==> config.mk <==
export PLATFORM = sky130hd
export DESIGN_NAME = lc3_mem_arbiter
export DESIGN_NICKNAME = d
export VERILOG_FILES = /design/src/rtl/lc3_mem_arbiter.sv
export SDC_FILE = /design/constraint.sdc
export NUM_CORES = 1
export LEC_CHECK = 0
export BUFFER_PORTS_ARGS = -buffer_cell sky130_fd_sc_hd__clkbuf_2
export CAP_MARGIN = 40
export CORE_MARGIN = 4
export CORE_UTILIZATION = 42
export CTS_CLUSTER_SIZE = 28
export DETAILED_ROUTE_END_ITERATION = 7
export PLACE_DENSITY = 0.95
export SLEW_MARGIN = 30
export SYNTH_ARGS = -nofsm -noshare
export SYNTH_HDL_FRONTEND = slang
export SYNTH_SLANG_ARGS = --single-unit
export TNS_END_PERCENT = 5
==> constraint.sdc <==
create_clock -name clk -period 3.7 [get_ports clk]
set_input_delay 0.185 -clock clk [delete_from_list [all_inputs] [get_ports clk]]
set_output_delay 0.185 -clock clk [all_outputs]
set_load 0.01 [all_outputs]
==> src/rtl/lc3_mem_arbiter.sv <==
// Round-robin two-master arbiter for the single LC3 memory port (EN/WE/RDY handshake).
// Optional transaction watchdog with arb_err output: define LC3_ARB_WATCHDOG_EN.
module lc3_mem_arbiter #(
  parameter int unsigned ADDR_W         = 16,
  parameter int unsigned DATA_W         = 16,
  parameter int unsigned TIMEOUT_CYCLES = 255
) (
  input  logic              clk,
  input  logic              rst,
  input  logic              m0_en,
  input  logic              m0_we,
  input  logic [ADDR_W-1:0] m0_addr,
  input  logic [DATA_W-1:0] m0_din,
  output logic [DATA_W-1:0] m0_dout,
  output logic              m0_rdy,
  input  logic              m1_en,
  input  logic              m1_we,
  input  logic [ADDR_W-1:0] m1_addr,
  input  logic [DATA_W-1:0] m1_din,
  output logic [DATA_W-1:0] m1_dout,
  output logic              m1_rdy,
  output logic              mem_en,
  output logic              mem_we,
  output logic [ADDR_W-1:0] mem_addr,
  output logic [DATA_W-1:0] mem_din,
  input  logic [DATA_W-1:0] mem_dout,
  input  logic              mem_rdy
`ifdef LC3_ARB_WATCHDOG_EN
  ,
  output logic              arb_err
`endif
);

  localparam int unsigned CNT_W = 10;

  if (TIMEOUT_CYCLES < 1 || TIMEOUT_CYCLES > 1023) begin : g_bad_timeout
    $error("TIMEOUT_CYCLES must be within 1..1023");
  end

  typedef enum logic [1:0] {ST_IDLE, ST_BUSY0, ST_BUSY1} state_e;

  state_e              state_q, state_d;
  logic                last_q, last_d;
  logic                mem_en_q, mem_en_d;
  logic                mem_we_q, mem_we_d;
  logic [ADDR_W-1:0]   mem_addr_q, mem_addr_d;
  logic [DATA_W-1:0]   mem_din_q, mem_din_d;
  logic                grant0_c, grant1_c;
  logic                timeout_c, done_c;
  logic [DATA_W-1:0]   rsp_data_c;
`ifdef LC3_ARB_WATCHDOG_EN
  logic [CNT_W-1:0]    cnt_q, cnt_d;
`endif

  // Tie goes to the master that was not served last.
  assign grant0_c = m0_en && (!m1_en || last_q);
  assign grant1_c = m1_en && !grant0_c;

  always_ff @(posedge clk) begin
    if (rst) begin
      state_q    <= ST_IDLE;
      last_q     <= 1'b1;
      mem_en_q   <= 1'b0;
      mem_we_q   <= 1'b0;
      mem_addr_q <= '0;
      mem_din_q  <= '0;
`ifdef LC3_ARB_WATCHDOG_EN
      cnt_q      <= '0;
`endif
    end else begin
      state_q    <= state_d;
      last_q     <= last_d;
      mem_en_q   <= mem_en_d;
      mem_we_q   <= mem_we_d;
      mem_addr_q <= mem_addr_d;
      mem_din_q  <= mem_din_d;
`ifdef LC3_ARB_WATCHDOG_EN
      cnt_q      <= cnt_d;
`endif
    end
  end

  always_comb begin
    state_d    = state_q;
    last_d     = last_q;
    mem_en_d   = mem_en_q;
    mem_we_d   = mem_we_q;
    mem_addr_d = mem_addr_q;
    mem_din_d  = mem_din_q;
    m0_rdy     = 1'b0;
    m1_rdy     = 1'b0;
    m0_dout    = '0;
    m1_dout    = '0;
    timeout_c  = 1'b0;
    rsp_data_c = mem_dout;
`ifdef LC3_ARB_WATCHDOG_EN
    cnt_d      = cnt_q;
    arb_err    = 1'b0;
    // A real mem_rdy in the expiry cycle wins over the abort.
    timeout_c  = (state_q != ST_IDLE) && !mem_rdy && (cnt_q == CNT_W'(TIMEOUT_CYCLES));
`endif
    done_c = (state_q != ST_IDLE) && (mem_rdy || timeout_c);

    case (state_q)
      ST_IDLE: begin
        if (grant0_c) begin
          state_d    = ST_BUSY0;
          mem_en_d   = 1'b1;
          mem_we_d   = m0_we;
          mem_addr_d = m0_addr;
          mem_din_d  = m0_din;
        end else if (grant1_c) begin
          state_d    = ST_BUSY1;
          mem_en_d   = 1'b1;
          mem_we_d   = m1_we;
          mem_addr_d = m1_addr;
          mem_din_d  = m1_din;
        end
`ifdef LC3_ARB_WATCHDOG_EN
        cnt_d = '0;
`endif
      end
      default: begin
`ifdef LC3_ARB_WATCHDOG_EN
        if (!done_c) cnt_d = cnt_q + CNT_W'(1);
`endif
      end
    endcase

    // Completion (normal or aborted) returns to IDLE, forcing one idle cycle.
    if (done_c) begin
      state_d    = ST_IDLE;
      last_d     = (state_q == ST_BUSY1);
      mem_en_d   = 1'b0;
      mem_we_d   = 1'b0;
      mem_addr_d = '0;
      mem_din_d  = '0;
      if (timeout_c) rsp_data_c = DATA_W'(16'hDEAD);
      if (state_q == ST_BUSY0) begin
        m0_rdy  = 1'b1;
        m0_dout = rsp_data_c;
      end else begin
        m1_rdy  = 1'b1;
        m1_dout = rsp_data_c;
      end
`ifdef LC3_ARB_WATCHDOG_EN
      arb_err = timeout_c;
`endif
    end
  end

  assign mem_en   = mem_en_q;
  assign mem_we   = mem_we_q;
  assign mem_addr = mem_addr_q;
  assign mem_din  = mem_din_q;

endmodule

After elaboration in Yosys (flattened, before gate mapping)
Cells that the tools add are included.
Widths: inputs -> output; s select.
- input port bits: 87
- bits in registers: 37
- logic and storage cells: 37
- output and inout bits: 68
- muxes and demuxes: 18
- equality and inequality tests: 2
- reduce and logical (&&, ||, !) cells: 11
- operators by type and width (operator ; count):
    $mux 16 ; 8
    $mux 1 ; 8
    $mux 2 ; 2
    $reduce_bool 2->1 ; 2
    $logic_and 1x1->1 ; 3
    $eq 2x1->1 const B ; 1
    $eq 2x2->1 const B ; 1
    $logic_not 1->1 ; 2
    $logic_not 2->1 ; 1
    $reduce_and 2->1 ; 1
    $reduce_or 2->1 ; 1
    $logic_or 1x1->1 ; 1

Longest topological paths before layout
- depth after elaboration: 7
- depth in mapped cells: 6
- gate-level depth less buffers: 3

Worst setup path after synthesis
OpenSTA, ideal clock, no wires.
- path type: reg-to-output
- start point: register state_q[1]
- end point: output port m0_dout[10]
- buffers on the path: 2
- data required time: 3.515 ns
- stages on the path, launching flop included: 5
- slack: 2.429 ns
- arrival time: 1.086 ns
- cells stage by stage: dfxtp_1 -> clkbuf_1 -> nor2_1 -> buf_2 -> and2_1
- cells in the longest elaborated chain, start to end: 3
- elaborated cells on any way between the ends: 5
- classes of those cells: eq/ne: 1; mux: 2; reduce/logical: 2
- ends and longest elaborated chain (what ; line ; RTL):
    start: declaration ; 42 ; state_e state_q, state_d;
    start signal: assignment ; 71 ; state_q <= state_d;
    $eq 2x1->1 / $reduce_bool 2->1 (equally long branches) ; 139, 102 ;
    $mux 16 / $logic_and 1x1->1 (equally long branches) ; 139, 102 ;
    $mux 16 * ; 131 ; if (done_c) begin
    end: declaration ; 14 ; output logic [DATA_W-1:0] m0_dout,
Every way passes the cells marked *; elsewhere a longest branch is shown, timed or not.

Worst setup path after layout
- start point: register state_q[1]
- end point: register state_q[0]
- cells in the longest elaborated chain, start to end: 3
- elaborated cells on any way between the ends: 5
- classes of those cells: reduce/logical: 5
- ends and longest elaborated chain (what ; line ; RTL):
    $reduce_bool 2->1 ; 102 ; done_c = (state_q != ST_IDLE) && (mem_rdy || timeout_c);
    $logic_and 1x1->1 ; 102 ;
    $reduce_or 2->1 (no line) ; - ;
Parallel ways exist; a longest one is shown, timed or not.
A chain may end at the register's enable or synchronous reset.

==> flow_metrics.env <==
export IMPL_grt_pass1_vias=2223
export IMPL_synth_cell_type_count=19
export IMPL_worstHoldPathType="primary input to register"
export IMPL_avgSynthCellArea_um2=7.73
export IMPL_yosysWarnings=0
export IMPL_htree_levels=2
export IMPL_r2r_cells=4
export IMPL_root_buffer="clkbuf_8"
export IMPL_hold_violations=0
export IMPL_grt_first_pass_wirelength_mm=10.4
export IMPL_finalCritPeriodShare_pct=54.7
export IMPL_ir_drop_mv=0.245
export IMPL_p_clk_share_pct=26.6
export IMPL_p_switching_w=0.000325
export IMPL_ys_async_sr_fraction_pct=0
export IMPL_drv_cap=0
export IMPL_synth_most_common_cell="dfxtp_1"
export IMPL_swShare_pct=31.6
export IMPL_synth_ff_type="dfxtp_1"
export IMPL_clk_pin_slew_worst_paths_ps=70
export IMPL_drcViolationCount=0
export IMPL_slowest_stage="dfxtp_1"
export IMPL_critPathTopFamily="flip-flops"
export IMPL_layout_drive_gt1_share_pct=44.0
export IMPL_pwr_share_seq_pct=44.9
export IMPL_min_delay_start="rst"
export IMPL_r2r_end="state_q[0]"
export IMPL_setup_viol=0
export IMPL_hold_end="last_q"
export IMPL_power_static_leakage_nw=1.36
export IMPL_slowest_delay_ps=680
export IMPL_power_w=0.00103
export IMPL_n_antenna_cell=0
export IMPL_yosys_top_cells_area="dfxtp_1, a31oi_1, nand4_1"
export IMPL_cts_hold_buf=0
export IMPL_syn_inst=254
export IMPL_die_x_um=76.4
export IMPL_antenna_found_initial=0
export IMPL_hpwlAfterDp_mm=4.88
export IMPL_grt_usage_pct=21.5
export IMPL_fin_skew_ps=4.12
export IMPL_ioPinCount=155
export IMPL_cts_setup_buffers=0
export IMPL_globalRoute_totalOverflow=0
export IMPL_cp_cell_sequence="or2_1 > buf_4 > a21o_2 > nor2_1"
export IMPL_whs_path_depth=2
export IMPL_cp_required_ps=3840
export IMPL_slew_viol_final=0
export IMPL_cts_tree="done"
export IMPL_synth_nets=341
export IMPL_critical_path_class="register to register"
export IMPL_drt_total_wl_mm=6.76
export IMPL_nFillCells=411
export IMPL_hold_slack_ps=117
export IMPL_clock_sinks=37
export IMPL_p_int_w=0.000702
export IMPL_ant_nets=0
export IMPL_floorplan_die_area_um2=5840
export IMPL_ys_seq_elements=37
export IMPL_outcome="finished, final reports clean"
export IMPL_final_nets=473
export IMPL_synth_top_area_share_pct=37.7
export IMPL_crit_path_end_kind="register"
export IMPL_worst_slew_pin_transition_ps=793
export IMPL_slew_headroom_pct=47.1
export IMPL_start_util_pct=44.2
export IMPL_die_h_um=76.4
export IMPL_clkLatencyLatePin_ps=270
export IMPL_viasPerCell=5.62
export IMPL_ctsResizeCount=0
export IMPL_ff_latch_area_um2=741
export IMPL_rows=24
export IMPL_powerDensity_nw_per_um2=372
export IMPL_ff2ff_setup_slack_ps=1680
export IMPL_synth_seq_area_share_pct=37.7
export IMPL_worstSetupStartpointType="register"
export IMPL_wl_per_cell_um=15.4
export IMPL_ys_top_cells_by_count="dfxtp_1, o21ai_0, a31oi_1, nand3_1, nand4_1"
export IMPL_synth_top_area_cell="dfxtp_1"
export IMPL_fp_coreArea_um2=4440
export IMPL_grt_max_degree=39
export IMPL_pre_cts_ws_ps=1700
export IMPL_fin_tns_setup_ps=0
export IMPL_max_freq_ghz=0.494
export IMPL_syn2layout_area_growth_pct=40.7
export IMPL_place_gp_congestion=0.855
export IMPL_cp_arrival_ps=2160
export IMPL_place_port_buffers=154
export IMPL_synthesis_area_um2=1960
export IMPL_cts_inserted_buffers=5
export IMPL_synth_edf_count=0
export IMPL_grt_setup_unrepaired="false"
export IMPL_multi_input_area_um2=1050
export IMPL_num_vias=2463
export IMPL_worstReg2RegStart="state_q[1]"
export IMPL_combPwrFrac_pct=28.5
export IMPL_fin_ws_ps=1680
export IMPL_crit_buf_inv=1
export IMPL_worstPathMaxFanout=36
export IMPL_firstDrtPassIters=7
export IMPL_clk_path_buf_depth=2
export IMPL_finalCriticalPeriod_ps=2020
export IMPL_drt_iter0_markers=176
-- layout make-up --
cell class                      count  share of cell area [%]
Clock buffer                        7                    3.12
Multi-Input combinational cell    181                    38.1
Timing Repair Buffer              159                    29.4
Tap cell                           52                    2.35
Sequential cell                    37                    26.8
Inverter                            2                   0.272
-- per-stage QoR --
stage	cells	cell area [µm²]	util, %
finish	438	2760	62.2
global route	438	2760	62.2
CTS	437	2760	62.0
detailed placement	430	2670	60.1
global placement	429	2660	59.7
floorplan	254	1960	-
-- worst max-delay path by stage --
stage               startpoint           to  slack (ps)  cells past startpoint
CTS                 state_q[1]   m0_dout[0]        1700                      3
floorplan           state_q[1]  m0_dout[10]        2430                      4
detailed placement  state_q[1]   state_q[0]        1700                      4
global placement    state_q[1]   state_q[0]        1510                      4
global route        state_q[1]  mem_din[13]        1530                      4
finish              state_q[1]   state_q[0]        1680                      4
-- layer usage --
metal	vias up	wire length, µm	GRT usage [%]
met5	-	0	0
met4	0	29	5.25
met3	5	504	5.67
met1	1124	2760	25.9
met2	112	3470	37.9
li1	1222	-	-
-- registers in the layout, indices dropped and copies added (netlist names) --
register / count
state_q: 2
mem_en: 1
mem_we: 1
last_q: 1
mem_din: 16
mem_addr: 16
-- power groups by stage --
stage	clock network, W	logic, W	registers, W
2_1_floorplan	0	0.000166	0.000479
3_3_place_gp	0	0.000279	0.000468
3_5_place_dp	0	0.000291	0.000469
4_1_cts	0.000280	0.000291	0.000461
5_1_grt	0.000295	0.000321	0.000467
6_report	0.000273	0.000293	0.000462
-- layout by cell type (no fill, tap or decap), drive strengths merged --
cell	netlist	routed
and2	17	17
or2	1	1
nand2	1	1
nand2b	3	3
nand3	33	33
and3	16	16
nor2	4	4
o21ai	35	35
buf	11	4
inv	2	2
a21oi	2	2
a21boi	1	1
a31oi	34	34
dfxtp	37	37
nand4	33	33
clkbuf	23	162
a21o	1	1
-- logic make-up (layout without fill, tap and decap cells) --
family                 count (synthesis)  count (layout)  share of synthesized area, %
AO/OA/AOI/OAI                         73              73                          21.2
buffers and inverters                 36             168                          9.43
flip-flops                            37              37                          37.7
AND/OR/NAND/NOR                      108             108                          31.7
Power figures use the tool's default switching activity.
